`config.mk`:
```
export PLATFORM = sky130hd
export DESIGN_NAME = stream_demux_1to4
export DESIGN_NICKNAME = d
export VERILOG_FILES = /design/src/rtl/stream_demux_1to4.sv
export SDC_FILE = /design/constraint.sdc
export NUM_CORES = 1
export LEC_CHECK = 0
export ABC_AREA = 1
export BUFFER_PORTS_ARGS = -buffer_cell sky130_fd_sc_hd__buf_2
export CAP_MARGIN = 0
export CORE_UTILIZATION = 47
export CTS_CLUSTER_SIZE = 12
export DETAILED_ROUTE_END_ITERATION = 10
export GPL_TIMING_DRIVEN = 0
export HOLD_SLACK_MARGIN = 0.15
export MAX_ROUTING_LAYER = met4
export PLACE_DENSITY = 0.75
export SETUP_SLACK_MARGIN = 0.2
export SLEW_MARGIN = 20
export SYNTH_ARGS = -nofsm -noshare
export SYNTH_HDL_FRONTEND = slang
export SYNTH_SLANG_ARGS = --single-unit
```
`constraint.sdc`:
```
create_clock -name clk -period 1.8 [get_ports clk]
set_input_delay 0.54 -clock clk [delete_from_list [all_inputs] [get_ports clk]]
set_output_delay 0.54 -clock clk [all_outputs]
set_load 0.05 [all_outputs]
```
`src/rtl/stream_demux_1to4.sv`:
```
// stream_demux_1to4: routes whole valid/ready packets to one of four channels; select sampled on first beat.
// Latency: one cycle from input accept to the channel output register.
// Backpressure: input stalls only when the destination register is full and not draining; other channels drain freely.
module stream_demux_1to4 #(
  parameter int DW   = 8,
  parameter int CNTW = 8
) (
  input  logic              clk,
  input  logic              rst,
  input  logic              in_valid,
  output logic              in_ready,
  input  logic [DW-1:0]     in_data,
  input  logic [1:0]        in_sel,
  input  logic              in_last,
  output logic [3:0]        out_valid,
  input  logic [3:0]        out_ready,
  output logic [4*DW-1:0]   out_data,
  output logic [3:0]        out_last,
  output logic [4*CNTW-1:0] pkt_cnt,
  output logic              busy
);

  typedef enum logic {
    IDLE  = 1'b0,
    ROUTE = 1'b1
  } state_t;

  state_t              state_q, state_d;
  logic [1:0]          route_q, route_d;
  logic [3:0]          out_valid_q, out_valid_d;
  logic [4*DW-1:0]     out_data_q, out_data_d;
  logic [3:0]          out_last_q, out_last_d;
  logic [4*CNTW-1:0]   pkt_cnt_q, pkt_cnt_d;

  logic [1:0]          dest;
  logic                accept;

  // Destination, input handshake, FSM next state and per-channel register updates.
  always_comb begin
    state_d     = state_q;
    route_d     = route_q;
    out_valid_d = out_valid_q;
    out_data_d  = out_data_q;
    out_last_d  = out_last_q;
    pkt_cnt_d   = pkt_cnt_q;

    // in_sel only matters on a packet's first beat; mid-packet the latched route wins.
    dest     = (state_q == IDLE) ? in_sel : route_q;
    in_ready = ~rst & (~out_valid_q[dest] | out_ready[dest]);
    accept   = in_valid & in_ready;

    if (accept) begin
      if (state_q == IDLE && !in_last) begin
        state_d = ROUTE;
        route_d = in_sel;
      end else if (state_q == ROUTE && in_last) begin
        state_d = IDLE;
      end
    end

    for (int i = 0; i < 4; i++) begin
      if (accept && dest == 2'(i)) begin
        // A load wins over a drain, so a draining register refills without a bubble.
        out_valid_d[i]            = 1'b1;
        out_data_d[i*DW +: DW]    = in_data;
        out_last_d[i]             = in_last;
        if (in_last) begin
          pkt_cnt_d[i*CNTW +: CNTW] = pkt_cnt_q[i*CNTW +: CNTW] + CNTW'(1);
        end
      end else if (out_ready[i]) begin
        out_valid_d[i] = 1'b0;
      end
    end
  end

  // State and channel registers with synchronous reset; reset drops any partial packet.
  always_ff @(posedge clk) begin
    if (rst) begin
      state_q     <= IDLE;
      route_q     <= 2'd0;
      out_valid_q <= 4'd0;
      out_data_q  <= '0;
      out_last_q  <= 4'd0;
      pkt_cnt_q   <= '0;
    end else begin
      state_q     <= state_d;
      route_q     <= route_d;
      out_valid_q <= out_valid_d;
      out_data_q  <= out_data_d;
      out_last_q  <= out_last_d;
      pkt_cnt_q   <= pkt_cnt_d;
    end
  end

  assign out_valid = out_valid_q;
  assign out_data  = out_data_q;
  assign out_last  = out_last_q;
  assign pkt_cnt   = pkt_cnt_q;
  assign busy      = (state_q == ROUTE);

endmodule

```
==> results of run 1 <==
## per-layer routing
metal | routed length (µm) | vias up | share of wire
met2 | 5410 | 137 | 0.49
met1 | 4490 | 1748 | 0.41
li1 | - | 1788 | -
met5 | 0 | - | 0
met4 | 462 | 0 | 0.042
met3 | 625 | 41 | 0.057
## sequential cells by signal, indices dropped and copies added (netlist names)
signal and flops:
pkt_cnt 32, busy 1, out_valid 4, out_data 32, out_last 4, route_q 2
## stage by stage
stage | hold WS (ps) | total power [mW] | cells
3_3_place_gp | 450 | 2.25 | 658
4_1_cts | 460 | 3.73 | 700
5_1_grt | 477 | 3.94 | 707
3_5_place_dp | 453 | 2.26 | 658
2_1_floorplan | 498 | 2.13 | 472
6_report | 469 | 3.81 | 707
## critical path: cells and delay by family (launching register included)
family | cells | cell delay (ps)
and+or+nand+nor | 5 | 410
AOI/OAI and AO/OA | 1 | 170
DFF | 1 | 380
buffers and inverters | 2 | 270
## final timing paths
check                           startpoint                  endpoint  slack, ps  cells past startpoint
hold reg to reg   out_last[2]$_SDFFE_PP0P_  out_last[2]$_SDFFE_PP0P_        470                      2
hold / removal    out_last[2]$_SDFFE_PP0P_  out_last[2]$_SDFFE_PP0P_        470                      2
setup reg to reg         busy$_SDFFE_PP0P_   route_q[0]$_SDFFE_PP0P_       -300                     15
setup / recovery         busy$_SDFFE_PP0P_                  in_ready       -320                      8
## cells in the mapped netlist, drive strengths merged
master	number
a21oi	60
and3b	1
buf	12
clkbuf	9
dfxtp	75
ha	5
inv	37
nand2	139
nand3	43
nand4	8
nor2	75
o21ai	5
xnor2	3
## cell type report
type / count / area, µm² / share of cell area
timing repair buffer: 124 / 913 / 0.175
clock buffer: 10 / 128 / 0.0245
tap: 96 / 120 / 0.0231
inverter: 37 / 149 / 0.0286
sequential: 75 / 1510 / 0.289
buffer: 21 / 174 / 0.0334
multi-input combinational: 339 / 2140 / 0.411
clock inverter: 5 / 78.8 / 0.0151
## cells by family (layout without fill, tap and decap cells)
kind of cell / count (synthesis) / after routing / share of synthesized area
simple gates: 266 / 266 / 0.341
fa+ha+maj: 5 / 5 / 0.0180
compound gates: 65 / 65 / 0.122
flops: 75 / 75 / 0.432
xor+xnor: 3 / 3 / 0.00756
buf+inv: 58 / 197 / 0.0795
## what timing repair did
| action | 4_1_cts | 5_1_grt |
|---|---|---|
| buffers inserted | 20 | 4 |
| gates resized for setup | 71 | 89 |
| gates cloned | 7 | 3 |
| pin swaps | 13 | 32 |
| setup endpoints to repair | 88 | 86 |
## power by group through the flow
stage / logic (mW) / clock network, mW / registers (mW)
after floorplan: 0.250 / 0 / 1.88
after global placement: 0.491 / 0 / 1.76
after detailed placement: 0.498 / 0 / 1.76
after CTS: 0.599 / 1.41 / 1.72
after global routing: 0.715 / 1.49 / 1.73
final: 0.678 / 1.41 / 1.73
==> run summary, run 1 <==
The boundary pin count is 92. The net count of the finished layout is 630. The checks that failed: setup timing.

Ranked by total cell area, the synthesized netlist is headed by sky130_fd_sc_hd__dfxtp_1, sky130_fd_sc_hd__nand2_1, sky130_fd_sc_hd__nor2_1. The most common library cell in the layout ignoring fill and taps is sky130_fd_sc_hd__nand2_1. The mapped cell area is 3480 µm². The wire length of the first global-routing pass came out at 15800 µm. The worst setup slack after layout came out at -325 ps.

For the finished layout, the period the worst path requires is 2120 ps. The first detailed-routing pass ran for 4 iterations. The number of synthesized register bits came out at 75. Of the total power, the share spent switching nets is 0.294. The layout overhead on the synthesized area came out at 49.8%.

The worst setup path is captured at a primary output. Data arrives at the worst endpoint at 1580 ps. The combinational power share came out at 0.178. The leakage power of the design came out at 2.36 nW. The routed wire length is 11000 µm. Entering global routing, the biggest net connects 13 pins. The critical path's slowest cell is sky130_fd_sc_hd__dfxtp_4. The clock group share of total power is 0.369. The top cell types in the final layout, fill and taps aside, are sky130_fd_sc_hd__nand2_1, sky130_fd_sc_hd__dfxtp_1, sky130_fd_sc_hd__buf_2, sky130_fd_sc_hd__nor2_1, sky130_fd_sc_hd__a21oi_2. The met1 routing resource usage after global routing is 0.340.

The maximum clock rate is 471 MHz. The post-synthesis instance total came out at 472. In the final timing run, aggregate negative setup slack is -12010 ps. The layout has 516 filler cells. After detailed routing, the average wire length per cell comes to 15.5 µm. In this run, the number of DRC markers left after iteration 0 of detailed routing was 200.

The insertion delay of the later-clocked pin in the worst-skew pair is 360 ps. The classification of the worst setup path is flop to primary output. The met2 track utilization from global routing came out at 0.433.

The internal power of the cells is 2.69 mW. The post-place instance area came out at 4210 µm². The DRC violations left is 0. The maximum number of buffers from clock root to sink came out at 2. The number of hold buffers added after cts is 0. The worst-case headroom to the max-slew limit is 0.533. The fraction of power consumed by sequential logic came out at 0.453. The count of standard-cell rows is 30. The run finished, with violations left. The number of clock sinks seen by CTS came out at 75. The count of nets left with antenna violations after detail routing is 0. The critical path's most frequent cell is sky130_fd_sc_hd__nand2_2. The number of antenna violations at the first check in global routing is 0. The sum of net half-perimeters after detailed placement came out at 6450 µm. The total power per unit cell area came out at 732 nW/µm². The area share of the largest cell type after synthesis came out at 0.432. The total of buffers placed on input and output ports is 90. The transition time at the pin with the least slew margin came out at 701 ps. The utilization after layout is 0.746.

The largest vdd supply drop is 0.000412 V. The hold violation total from the final report came out at 0. The count of vias placed by the detailed router is 3714. The final standard cell area without fillers is 5210 µm². The global-route usage over all layers came out at 0.275. CTS placed an instance of sky130_fd_sc_hd__clkbuf_8 at the clock tree root.

Walking the worst path, the cells encountered are inv_6 > nand2_2 > nand2_4 > nand3_2 > nand2_2 > nor2_4 > a21oi_4 > buf_6. The via count of the first global-routing pass is 3321. In this design, the stage delay of the slowest critical-path cell is 380 ps. The number of inserted diodes is 0.

The height of the die is 88.0 µm. The congestion estimate from routability-driven global placement came to 0.896. The cell taking the most area after synthesis is sky130_fd_sc_hd__dfxtp_1. In this run the worst hold path is classified as flop to flop. Yosys mapped the design onto 24 distinct sky130hd cell types. The warning count from the yosys run is 0. Of the available clock period, the critical path in the final layout requires 1.18. Clock skew on the completed layout was measured at 11.8 ps. The number of slew-limit violations in the final report is 0. The number of nets in the synthesized netlist came out at 495. The sum of overflow across all layers after global routing came out at 0.

The switching power is 1.12 mW. In the global route stage, met3 resource usage came out at 0.0415. The mean number of vias per cell is 5.25. The share of the Yosys chip area taken by registers is 0.432. Clock-pin slew was measured on the worst setup and hold paths at 80 ps. Setup violations remaining at the end of the flow were counted as 76. The largest fanout on the critical path is 7. Setup repair after global routing could not meet its margin everywhere.

In this run, CTS created clock tree buffers numbering 9. For this configuration, the core starts out at a cell density of 0.498. The die covers 7750 µm². The area of the placeable core came out at 6980 µm². The layer carrying the most global-route usage is met2. The data required time at the worst endpoint is 1260 ps.

The width of the chip is 88.0 µm. TritonCTS built the clock tree. The count of max-cap constraint violations came out at 0. STA classifies the critical path startpoint as a flop. The share of final-layout standard cells stronger than drive strength 1 came out at 0.463. OpenSTA, run right after detailed placement, puts the worst setup slack at -341 ps. The H-tree was split into 3 levels.

The average cell area after synthesis came out at 7.37 µm².
(Power assumes the default switching activity.)
==> inputs of run 2 (changes only) <==
--- a/config.mk
+++ b/config.mk
@@ -6,15 +6,15 @@
 export NUM_CORES = 1
 export LEC_CHECK = 0
 export ABC_AREA = 1
-export BUFFER_PORTS_ARGS = -buffer_cell sky130_fd_sc_hd__buf_2
 export CAP_MARGIN = 0
-export CORE_UTILIZATION = 47
+export CORE_UTILIZATION = 57
 export CTS_CLUSTER_SIZE = 12
 export DETAILED_ROUTE_END_ITERATION = 10
+export DONT_BUFFER_PORTS = 1
 export GPL_TIMING_DRIVEN = 0
 export HOLD_SLACK_MARGIN = 0.15
 export MAX_ROUTING_LAYER = met4
-export PLACE_DENSITY = 0.75
+export PLACE_DENSITY = 0.72
 export SETUP_SLACK_MARGIN = 0.2
 export SLEW_MARGIN = 20
 export SYNTH_ARGS = -nofsm -noshare
==> run summary, run 2 (synthesis gave the netlist of run 1 again) <==
Top library cells by usage in the layout, fill and taps aside: sky130_fd_sc_hd__nand2_1, sky130_fd_sc_hd__nor2_1, sky130_fd_sc_hd__a21oi_2, sky130_fd_sc_hd__dfxtp_1, sky130_fd_sc_hd__dfxtp_2 (was sky130_fd_sc_hd__nand2_1, sky130_fd_sc_hd__dfxtp_1, sky130_fd_sc_hd__buf_2, sky130_fd_sc_hd__nor2_1, sky130_fd_sc_hd__a21oi_2). The maximum number of pins on one net before global-route repair is 14 (was 13). The number of hold buffers added after cts came to 0 (unchanged). The number of slew-limit violations in the final report is 0 (unchanged).

The detailed-route wire length per cell was 18.9 µm (was 15.5 µm). The sum of net half-perimeters after detailed placement was 5970 µm (was 6450 µm). The area of the placeable core was 5890 µm² (was 6980 µm²).

The clock buffer count from CTS was 9 (unchanged). The final instance count without filler cells is 598 (was 707). The largest fanout on the critical path came out at 7 (unchanged). The capturing element type of the critical path was a primary output (unchanged). The leakage power of the design is 2.01 nW (was 2.36 nW). The boundary pin count came out at 92 (unchanged).

The worst-case headroom to the max-slew limit came out at 0.435 (was 0.533). The height of the die came out at 80.1 µm (was 88.0 µm). The layout overhead on the synthesized area came to 41.6% (was 49.8%). The count of vias placed by the detailed router is 3466 (was 3714). The sum of overflow across all layers after global routing came out at 0 (unchanged). The share of total power consumed by net switching is 0.289 (was 0.294).

The number of DRC markers in iteration 0 is 368 (was 200). The net count reported at finish is 541 (was 630). The final hold slack is 302 ps (was 469 ps). The hold violation total from the final report is 0 (unchanged). The classification of the worst setup path is flop to primary output (unchanged). The maximum number of buffers from clock root to sink was 2 (unchanged). The final weighted congestion in routability-driven placement is 0.819 (was 0.896). The kind of path behind the tightest hold check is input port to flop (was flop to flop). The wire length of the first global-routing pass is 14200 µm (was 15800 µm). The iteration count of the initial detailed-routing pass was 5 (was 4). The total power per unit cell area is 802 nW/µm² (was 732 nW/µm²). The clock tree root driver cell was sky130_fd_sc_hd__clkbuf_8 (unchanged). The width of the chip is 80.1 µm (was 88.0 µm). The minimum clock period after layout came to 2290 ps (was 2120 ps). The DRC violations left is 0 (unchanged).

The transition time at the pin with the least slew margin is 847 ps (was 701 ps). The type of origin of the critical path is a flop (unchanged). The worst setup slack after layout came out at -495 ps (was -325 ps).

The number of clock sinks seen by CTS is 75 (unchanged). Failing checks: setup timing (unchanged). The count of nets left with antenna violations after detail routing is 0 (unchanged). The most common library cell in the layout ignoring fill and taps is sky130_fd_sc_hd__nand2_1 (unchanged). The TritonCTS clock tree was yes (unchanged).

The placed instance count is 547 (was 658). The number of endpoints failing setup at the final stage is 75 (was 76). The clock group share of total power came out at 0.403 (was 0.369).

The routed wire length is 11300 µm (was 11000 µm). The internal power of the cells is 2.81 mW (was 2.69 mW). The area enclosed by the die boundary is 6420 µm² (was 7750 µm²). The count of standard-cell rows is 28 (was 30). The via count of the first global-routing pass is 3058 (was 3321). The number of inserted diodes is 0 (unchanged).

The switching power is 1.14 mW (was 1.12 mW). The initial core utilization came out at 0.591 (was 0.498). The data arrival time of the critical path came to 1750 ps (was 1580 ps). The worst clock skew on the final layout is 10.3 ps (was 11.8 ps). The combinational power share is 0.127 (was 0.178).

Outcome: finished with violations (unchanged). The insertion delay of the later-clocked pin in the worst-skew pair is 350 ps (was 360 ps). Unrepaired setup endpoints after global routing: yes (unchanged). The mean number of vias per cell came out at 5.80 (was 5.25).

The share of final-layout standard cells stronger than drive strength 1 came out at 0.478 (was 0.463). The total of buffers placed on input and output ports is 0 (was 90). The clock edge transition at the registers on the reported setup and hold paths came out at 90 ps (was 80 ps). The maximum clock rate is 436 MHz (was 471 MHz). The count of max-cap constraint violations was 0 (unchanged). The fraction of power consumed by sequential logic is 0.470 (was 0.453). The number of antenna violations at the first check in global routing is 0 (unchanged).

The part of the cycle the worst path needs came out at 1.27 (was 1.18). The global-route usage over all layers came out at 0.302 (was 0.275). The count of H-tree levels built during CTS came out at 3 (unchanged). The largest vdd supply drop came out at 0.000663 V (was 0.000412 V). The data required time at the worst endpoint came out at 1260 ps (about the same).
[run 2: cell count changes in the layout (fill, tap and decap cells not counted), sizes merged]
cell    previous run  this run
buf              131        44
clkbuf            24        23
[run 2: final cells by class]
cell class	instances	area, µm²
well taps	75	93.8
plain buffers	21	174
inverters	37	149
clock buffers	11	163
repair buffers	35	485
flip-flops and latches	75	1550
fillers	325	962
clock inverters	5	82.6
multi-input cells	339	2230
[run 2: final timing paths]
path              depth (start not counted)  slack, ps                        end                    start
setup / recovery                          7       -490                   in_ready        busy$_SDFFE_PP0P_
hold / removal                            2        300  out_data[18]$_SDFFE_PP0P_               in_data[2]
setup reg to reg                         16       -470   pkt_cnt[23]$_SDFFE_PP0P_        busy$_SDFFE_PP0P_
hold reg to reg                           2        590    route_q[1]$_SDFFE_PP0P_  route_q[1]$_SDFFE_PP0P_
[run 2: critical path: stages (launching register included)]
cell                      delay (ps)
sky130_fd_sc_hd__dfxtp_4         440
sky130_fd_sc_hd__inv_6           110
sky130_fd_sc_hd__nand2_1          70
sky130_fd_sc_hd__nand2_2         120
sky130_fd_sc_hd__nand3_1         130
sky130_fd_sc_hd__nand2_2         120
sky130_fd_sc_hd__nor2_4           50
sky130_fd_sc_hd__a21oi_4         350
[run 2: per-layer routing]
| layer | up-vias | track usage | routed length, µm | share of wire |
|---|---|---|---|---|
| li1 | 1620 | - | - | - |
| met1 | 1672 | 0.349 | 4530 | 0.40 |
| met2 | 150 | 0.495 | 5760 | 0.51 |
| met3 | 24 | 0.0920 | 785 | 0.070 |
| met4 | 0 | 0.109 | 210 | 0.019 |
| met5 | - | - | 0 | 0 |
[run 2: timing repair]
action	CTS	global route
gates resized for setup	57	127
setup endpoints to repair	93	88
pin swaps	19	43
cloned	6	5
buffers inserted	17	7
[run 2: metrics by stage]
stage	power, mW	TNS [ps]	cell area (µm²)	setup slack, ps	util
2_1_floorplan	2.13	0	3640	12.6	-
3_3_place_gp	2.18	-12070	3730	-311	0.634
3_5_place_dp	2.19	-12200	3730	-290	0.634
4_1_cts	3.81	-18580	4370	-423	0.742
5_1_grt	4.05	-29530	4920	-544	0.837
6_report	3.95	-23250	4920	-495	0.837
[run 2: power by group through the flow]
stage	Sequential (mW)	Clock [mW]	Combinational (mW)
2_1_floorplan	1.88	0	0.250
3_3_place_gp	1.89	0	0.299
3_5_place_dp	1.89	0	0.306
4_1_cts	1.85	1.58	0.386
5_1_grt	1.86	1.66	0.533
6_report	1.86	1.59	0.504
